===== config.mk =====
export PLATFORM = sky130hd
export DESIGN_NAME = pc_redirect_unit
export DESIGN_NICKNAME = d
export VERILOG_FILES = /design/src/rtl/pc_redirect_unit.sv
export SDC_FILE = /design/constraint.sdc
export NUM_CORES = 1
export LEC_CHECK = 0
export ABC_CLOCK_PERIOD_IN_PS = 3400
export CORE_MARGIN = 2
export CORE_UTILIZATION = 50
export DETAILED_ROUTE_END_ITERATION = 10
export PLACE_DENSITY = 0.78
export SYNTH_ARGS = -nofsm -noshare
export SYNTH_HDL_FRONTEND = slang
export SYNTH_SLANG_ARGS = --single-unit
export TNS_END_PERCENT = 100

===== constraint.sdc =====
create_clock -name CLK -period 3.4 [get_ports CLK]
set_clock_uncertainty 0.05 [all_clocks]
set_input_delay 0.68 -clock CLK [delete_from_list [all_inputs] [get_ports CLK]]
set_output_delay 0.68 -clock CLK [all_outputs]
set_load 0.01 [all_outputs]

===== src/rtl/pc_redirect_unit.sv =====
// pc_redirect_unit: registered PC with branch/jump redirect, stall hold and a pending-target latch; PC_REDIRECT_COUNT_EN adds TAKEN_COUNT
module pc_redirect_unit (
    input  logic        CLK,
    input  logic        RESET,
    input  logic        BUSYWAIT,
    input  logic        BRANCH_TAKEN,
    input  logic        JUMP,
    input  logic [7:0]  OFFSET,
    output logic [31:0] PC,
    output logic [31:0] PC_PLUS4,
    output logic        REDIRECT,
    output logic        STALLED
`ifdef PC_REDIRECT_COUNT_EN
    ,
    output logic [15:0] TAKEN_COUNT
`endif
);
    typedef enum logic [1:0] {RUN, HOLD, HOLD_PEND} state_t;
    state_t      state, state_n;
    logic [31:0] pend, pend_n, pc_n, target;
    logic        req, redirect_n;
    assign PC_PLUS4 = PC + 32'd4;
    assign target   = PC_PLUS4 + {{22{OFFSET[7]}}, OFFSET, 2'b00};
    assign req      = BRANCH_TAKEN | JUMP;
    // next state: HOLD_PEND only waits for release; RUN and HOLD share the free-running/latching path
    always_comb begin
        state_n    = state;
        pc_n       = PC;
        pend_n     = pend;
        redirect_n = 1'b0;
        if (state == HOLD_PEND) begin
            if (!BUSYWAIT) begin
                pc_n       = pend;
                redirect_n = 1'b1;
                pend_n     = 32'd0;
                state_n    = RUN;
            end
        end else if (!BUSYWAIT) begin
            pc_n       = req ? target : PC_PLUS4;
            redirect_n = req;
            state_n    = RUN;
        end else if (req) begin
            pend_n  = target;
            state_n = HOLD_PEND;
        end else begin
            state_n = HOLD;
        end
    end
    // state, PC and status registers; reset discards any pending target
    always_ff @(posedge CLK) begin
        if (RESET) begin
            state    <= RUN;
            PC       <= 32'd0;
            pend     <= 32'd0;
            REDIRECT <= 1'b0;
            STALLED  <= 1'b0;
        end else begin
            state    <= state_n;
            PC       <= pc_n;
            pend     <= pend_n;
            REDIRECT <= redirect_n;
            STALLED  <= state_n != RUN;
        end
    end
`ifdef PC_REDIRECT_COUNT_EN
    // counts cycles in which PC is loaded with a redirect target
    always_ff @(posedge CLK) begin
        if (RESET) TAKEN_COUNT <= 16'd0;
        else       TAKEN_COUNT <= TAKEN_COUNT + {15'd0, redirect_n};
    end
`endif
endmodule


==> qor.txt, run 1 <==
status -> finished with violations
failing checks -> negative setup slack
Slew Viols, Final -> 0
First-pass DRT Iterations -> 5
share of layout cells above drive strength 1 -> 31.9%
LEAKAGE -> 3.32 nW
Die H -> 104 um
mux share of post-synthesis cell area -> 0.800%
Core ar. -> 9730 um2
Placed Area -> 6880 um2
crit-path max FO -> 4
Synth Area in XOR/XNOR -> 10.1%
Root Buffer -> clkbuf_8
H-tree levels -> 3
clk slew on worst S/H paths -> 0.08 ns
share of the synthesized area in the top cell type -> 27.2%
vias in the first global route -> 5,756
area taken by multi-input logic gates -> 3940 um2
detailed placer's ending HPWL -> 14,000 um
Synth area leaders -> dfxtp_1 (27%), ha_1 (9.3%), xnor2_1 (6.7%)
placed cell count -> 943
# IOs -> 79
Worst Tran Pin Value -> 0.829 ns
WP data required -> 3.62 ns
cell taking the most area after synthesis -> dfxtp_1
top_reg_cell synth -> dfxtp_1
initial core utilization -> 51.4%
Avg WL per Cell -> 20.9 um
largest family of logic cells by synthesized area -> compound AO/OA/AOI/OAI gates
total gr overflow -> 0
Post-synth EDFFs -> 0
nature of the critical path endpoint -> flip-flop
Non-Filler Instances -> 969
largest net degree at the start of global routing -> 40
Pwr per Cell Area -> 415 nW/um2
final hold vios -> 0
fin crit share -> 100%
Yosys reg bits -> 68
synthesized instance count -> 628
commonest cells after routing, fill and taps aside -> buf_4 (144), clkdlybuf4s50_1 (74), nand2_1 (65), dfxtp_1 (57), nor2_1 (48)
hold_buf cts -> 0
Max VDD drop -> 264 uV
via/cell ratio -> 6.34
Adder-Cell Fraction of Synth Area -> 9.65%
Fillers -> 636
Max-slew headroom -> 44.5%
hold crit path type -> reg2reg
DIE AREA -> 10,800 um2
Post-DRT Antenna Nets -> 0
Synth Area in Compound Gates -> 27.5%
GRT Resource Usage Total -> 34.1%
YS warnings -> 0
row cnt -> 36
final-stage net count -> 882
pre-CTS worst setup slack -> -0.184 ns
Final min period -> 3.42 ns
clock sinks -> 68
clock buffer count from CTS -> 9
Seq. cell area -> 1380 um2
Simple-Gate Fraction of Synth Area -> 20.5%
Port Buffer Count -> 78
Finish-stage setup viols -> 1
ANT cells -> 0
sequential share of the synthesized area -> 27.2%
MaxCap Viol Count -> 0
First DRT Iteration DRCs -> 660
WL final -> 20,300 um
DRC viols -> 0
maximum clock path buffer count -> 2
WS Path Type -> reg2reg
final setup margin -> -0.0157 ns
die outline width -> 104 um
initial antenna violation count -> 0
synth unique cells -> 67
routed vias -> 6,146
Post-Synthesis Net Count -> 679
Synth Cell Area -> 5000 um2
Mapped Avg Cell Area -> 7.97 um2
placer congestion estimate -> 0.951
Worst EP arrival -> 3.63 ns
Area Overhead vs Synth -> 52.9%
type of origin of the critical path -> flip-flop
design area -> 7650 um2
first-pass GRT wire length -> 29,400 um
CTS tree -> built
ys async rst share -> 0%
fmax -> 293 MHz
Skew-Pair Late Insertion Delay -> 0.37 ns
most common cell after layout, fill and taps aside -> buf_4
==> stage by stage <==
step / power, mW / util (%) / hold WS (ns) / setup TNS (ns)
4_1_cts: 2.99 / 74.0 / 0.411 / -0.0584
5_1_grt: 3.30 / 78.6 / 0.439 / -0.427
3_3_place_gp: 2.23 / 70.7 / 0.383 / -0.203
6_report: 3.17 / 78.6 / 0.412 / -0.0157
3_5_place_dp: 2.26 / 70.7 / 0.392 / -1.39
2_1_floorplan: 1.64 / - / 0.370 / 0
==> layer usage <==
layer  vias to the layer above  share of wire, %  GRT usage (%)  wire, um
met5                         -                 0              0         0
met4                         0               4.7           13.8       947
met3                       106               9.5           7.27      1930
met2                       410                47           54.9      9480
met1                      2928                39           44.4      7900
li1                       2702                 -              -         -
==> flip-flops by register name (all words and copies together) (netlist names) <==
signal	flops
state	2
STALLED	1
REDIRECT	1
PC	32
pend	32
==> Yosys cell counts (all sizes together) (5+ instances only) <==
cell type  count
a211oi         9
nor3          18
buf            5
inv           22
a221oi         8
and4           7
o211ai         7
xnor2         38
nor4           5
dfxtp         68
xor2          19
nor2          55
o21ai         47
a31oi          7
nand4          8
clkbuf        26
o21bai         5
nand2         66
nand3         23
a21oi         52
a22o          24
a21o          10
ha            37
o21a           5
==> logic make-up after synthesis <==
| family | after synthesis |
|---|---|
| muxes | 4 |
| xor gates and xnor gates | 57 |
| buffers and inverters | 54 |
| DFF | 68 |
| AOI/OAI and AO/OA | 204 |
| adders and majority gates | 38 |
| and+or+nand+nor | 203 |
==> repair_timing <==
| item | CTS | global route |
|---|---|---|
| pin swaps | 3 | 24 |
| resized for setup | 23 | 75 |
| setup endpoints to repair | 19 | 32 |
| buffers inserted | 2 | 8 |
==> power by group <==
part           switching (mW)  total, mW  internal (mW)
Combinational           0.791       1.51          0.719
Sequential             0.0665      0.948          0.882
Clock                   0.358      0.716          0.357
==> critical path: stages, from the launching register on <==
cell	delay, ns
dfxtp_2	0.36
buf_4	0.14
nand2_2	0.11
nor3_4	0.25
buf_4	0.16
nand2_1	0.08
xnor2_2	0.24
ha_1	0.31
o21ai_0	0.33
a211oi_2	0.14
a211oi_2	0.26
nor2_2	0.07
a31oi_4	0.23
o21ai_2	0.10
xor2_1	0.17
a221o_1	0.32
==> final cells by class <==
class / count / share of cell area [%]
inverters: 23 / 1.18
clock inverters: 6 / 0.834
well taps: 133 / 2.18
multi-input cells: 506 / 51.5
clock buffers: 10 / 1.80
flip-flops and latches: 68 / 18.0
repair buffers: 223 / 24.5
==> path summary, 6_finish.rpt <==
check | to | startpoint | slack (ns) | depth (start not counted)
min reg2reg | pend[31] | pend[31] | 0.41 | 2
max reg2reg | PC[29] | PC[3] | -0.02 | 15
max | PC[29] | PC[3] | -0.02 | 15
min | pend[31] | pend[31] | 0.41 | 2
(Power assumes the default switching activity.)
==> run 2, diff against run 1 <==
--- a/config.mk
+++ b/config.mk
@@ -8,7 +8,6 @@
 export ABC_CLOCK_PERIOD_IN_PS = 3400
 export CORE_MARGIN = 2
-export CORE_UTILIZATION = 50
+export CORE_UTILIZATION = 40
 export DETAILED_ROUTE_END_ITERATION = 10
-export PLACE_DENSITY = 0.78
 export SYNTH_ARGS = -nofsm -noshare
 export SYNTH_HDL_FRONTEND = slang
==> constraint.sdc (replaced) <==
create_clock -name CLK -period 3.4 [get_ports CLK]
set_clock_uncertainty 0.05 [all_clocks]
set_input_delay 0.51 -clock CLK [delete_from_list [all_inputs] [get_ports CLK]]
set_output_delay 0.51 -clock CLK [all_outputs]
set_load 0.01 [all_outputs]
==> run 2 against run 1 <==
Against the previous run: maximum frequency increased by 2.3%; first-iteration DRC count decreased by 35%; the run now ends clean; sequential power about the same; core utilization decreased by 15 points; clock power increased by 33%; critical endpoint is now PC[23]; via count decreased by 8.0%.
==> qor.txt, run 2 (synthesis gave the netlist of run 1 again) <==
R2R Setup Slk -> 0.06 ns (was -0.02 ns)
DIE AREA -> 13,400 um2 (was 10,800 um2)
Slowest-stage cell, CP -> dfxtp_4 (was dfxtp_2)
Logic pwr share -> 43.4% (was 47.6%)
hold_sp -> pend[9] (was pend[31])
clock buffer count from CTS -> 9 (unchanged)
final hold vios -> 0 (unchanged)
Max stage delay on crit path -> 0.38 ns (was 0.36 ns)
type of origin of the critical path -> flip-flop (unchanged)
sw power -> 1.19 mW (was 1.22 mW)
fin crit share -> 98.2% (was 100%)
Worst EP arrival -> 3.52 ns (was 3.63 ns)
DRC viols -> 0 (unchanged)
Largest delay share family, worst path -> simple AND/OR/NAND/NOR gates (was compound AO/OA/AOI/OAI gates)
share of layout cells above drive strength 1 -> 30.1% (was 31.9%)
R2R Path End -> PC[23] (was PC[29])
clk slew on worst S/H paths -> 0.06 ns (was 0.08 ns)
hold depth -> 2 (unchanged)
commonest cells after routing, fill and taps aside -> buf_4 (130), clkdlybuf4s50_1 (77), nand2_1 (64), dfxtp_1 (56), nor2_1 (51) (was buf_4 (144), clkdlybuf4s50_1 (74), nand2_1 (65), dfxtp_1 (57), nor2_1 (48))
WS Path Type -> reg2reg (unchanged)
hold endpoint -> pend[9] (was pend[31])
Root Buffer -> clkbuf_16 (was clkbuf_8)
cells on worst reg2reg path -> 14 (was 15)
Flop pwr share -> 28.2% (was 29.9%)
Post-DRT Antenna Nets -> 0 (unchanged)
via/cell ratio -> 5.69 (was 6.34)
fin util -> 63.6% (was 78.6%)
Fillers -> 1,095 (was 636)
largest registers -> PC (32), pend (32), state (2) (unchanged)
Area Overhead vs Synth -> 54.0% (was 52.9%)
Avg WL per Cell -> 19.3 um (was 20.9 um)
status -> finished clean (was finished with violations)
RSZ-0062 raised after global routing -> yes
Non-Filler Instances -> 993 (was 969)
Int Pwr -> 2.17 mW (was 1.96 mW)
Skew-Pair Late Insertion Delay -> 0.34 ns (was 0.37 ns)
Critical R2R Launch -> PC[3] (unchanged)
CTS tree -> built (unchanged)
nature of the critical path endpoint -> flip-flop (unchanged)
Slew Viols, Final -> 0 (unchanged)
Fin Setup TNS -> 0 ns (was -0.0157 ns)
vias in the first global route -> 5,424 (was 5,756)
initial core utilization -> 41.3% (was 51.4%)
final-stage net count -> 871 (was 882)
WP data required -> 3.58 ns (was 3.62 ns)
initial antenna violation count -> 0 (unchanged)
fmax -> 300 MHz (was 293 MHz)
placed cell count -> 967 (was 943)
largest net degree at the start of global routing -> 28 (was 40)
switch share -> 35.5% (was 38.3%)
detailed placer's ending HPWL -> 13,900 um (was 14,000 um)
Crit path buffers/inverters -> 2 (unchanged)
crit-path cells -> nand2_2, buf_4, nor2_1, and4_1, xnor2_1, ha_1, or3_1, o211ai_1, buf_4, a21oi_2, nand2b_2, a32oi_1, o211ai_1, and3_1 (was buf_4, nand2_2, nor3_4, buf_4, nand2_1, xnor2_2, ha_1, o21ai_0, a211oi_2, a211oi_2, nor2_2, a31oi_4, o21ai_2, xor2_1, a221o_1)
clock sinks -> 68 (unchanged)
Max VDD drop -> 222 uV (was 264 uV)
maximum clock path buffer count -> 2 (unchanged)
Pwr per Cell Area -> 437 nW/um2 (was 415 nW/um2)
GRT Resource Usage Total -> 28.0% (was 34.1%)
ANT cells -> 0 (unchanged)
clock network power share -> 28.4% (was 22.6%)
Core ar. -> 12,100 um2 (was 9730 um2)
Total Power -> 3.37 mW (was 3.17 mW)
Final min period -> 3.34 ns (was 3.42 ns)
WL final -> 19,200 um (was 20,300 um)
final setup margin -> 0.0616 ns (was -0.0157 ns)
most common cell after layout, fill and taps aside -> buf_4 (unchanged)
Port Buffer Count -> 78 (unchanged)
Finish-stage setup viols -> 0 (was 1)
crit-path max FO -> 5 (was 4)
H-tree levels -> 3 (unchanged)
row cnt -> 40 (was 36)
First DRT Iteration DRCs -> 431 (was 660)
pre-CTS worst setup slack -> -0.160 ns (was -0.184 ns)
total gr overflow -> 0 (unchanged)
Max-slew headroom -> 58.7% (was 44.5%)
Worst Tran Pin Value -> 0.620 ns (was 0.829 ns)
first-pass GRT wire length -> 28,700 um (was 29,400 um)
LEAKAGE -> 3.31 nW (was 3.32 nW)
MaxCap Viol Count -> 0 (unchanged)
placer congestion estimate -> 0.897 (was 0.951)
First-pass DRT Iterations -> 5 (unchanged)
hold crit path type -> reg2reg (unchanged)
# IOs -> 79 (unchanged)
Die H -> 116 um (was 104 um)
die outline width -> 116 um (was 104 um)
routed vias -> 5,652 (was 6,146)
run 2: worst max path at each step:
| stage | endpoint | slack [ns] | start | cells past startpoint |
|---|---|---|---|---|
| floorplan | pend[28] | 0.003 | PC[3] | 14 |
| global placement | pend[28] | -0.09 | PC[6] | 14 |
| detailed placement | pend[30] | -0.16 | OFFSET[0] | 13 |
| CTS | PC[29] | -0.01 | PC[5] | 15 |
| global route | PC[30] | -0.12 | PC[3] | 15 |
| finish | PC[23] | 0.06 | PC[3] | 14 |
run 2: final cells by class:
cell class / count / area (um2) / share of cell area (%)
clock buffer: 10 / 239 / 3.10
clock inverter: 6 / 63.8 / 0.829
inverter: 23 / 86.3 / 1.12
multi-input combinational: 506 / 3900 / 50.7
sequential: 68 / 1380 / 18.0
tap: 168 / 210 / 2.73
timing repair buffer: 212 / 1810 / 23.6
run 2: metrics by stage:
step / area, um2 / hold WS [ns]
floorplan: 5030 / 0.370
global placement: 6850 / 0.383
detailed placement: 6850 / 0.387
CTS: 7210 / 0.400
global route: 7700 / 0.427
finish: 7700 / 0.398
run 2: power groups by stage:
stage                     Clock (mW)  Combinational, mW  Sequential, mW
after floorplan                    0              0.658           0.979
after detailed placement           0               1.30           0.954
after CTS                      0.956               1.32           0.940
after global placement             0               1.30           0.950
after global routing           0.988               1.57           0.957
final                          0.955               1.46           0.949
run 2: worst reg2reg max path, delay by kind of cell (launching register included):
family          cells  cell delay [ns]
buf+inv             2             0.35
simple gates        6             1.22
compound gates      4             0.73
fa+ha+maj           1             0.34
flops               1             0.38
xor+xnor            1             0.18
run 2: routing by layer:
metal	part of all wire [%]	vias to the layer above	track usage (%)
li1	-	2680	-
met1	45	2694	39.4
met2	46	248	44.7
met3	7.5	30	3.92
met4	1.9	0	8.25
met5	0	-	0
run 2: timing repair:
action	4_1_cts	5_1_grt
endpoints found under the setup margin	14	28
gates cloned	0	0
pin swaps	4	34
setup buffers	1	9
resized for setup	11	85
hold buffers	0	0
==> run 3, diff against run 2 <==
Settings changed: SLEW_MARGIN set to 0.
==> results of run 3 <==
The final DEF is identical to that of run 2; final timing and power are the same.
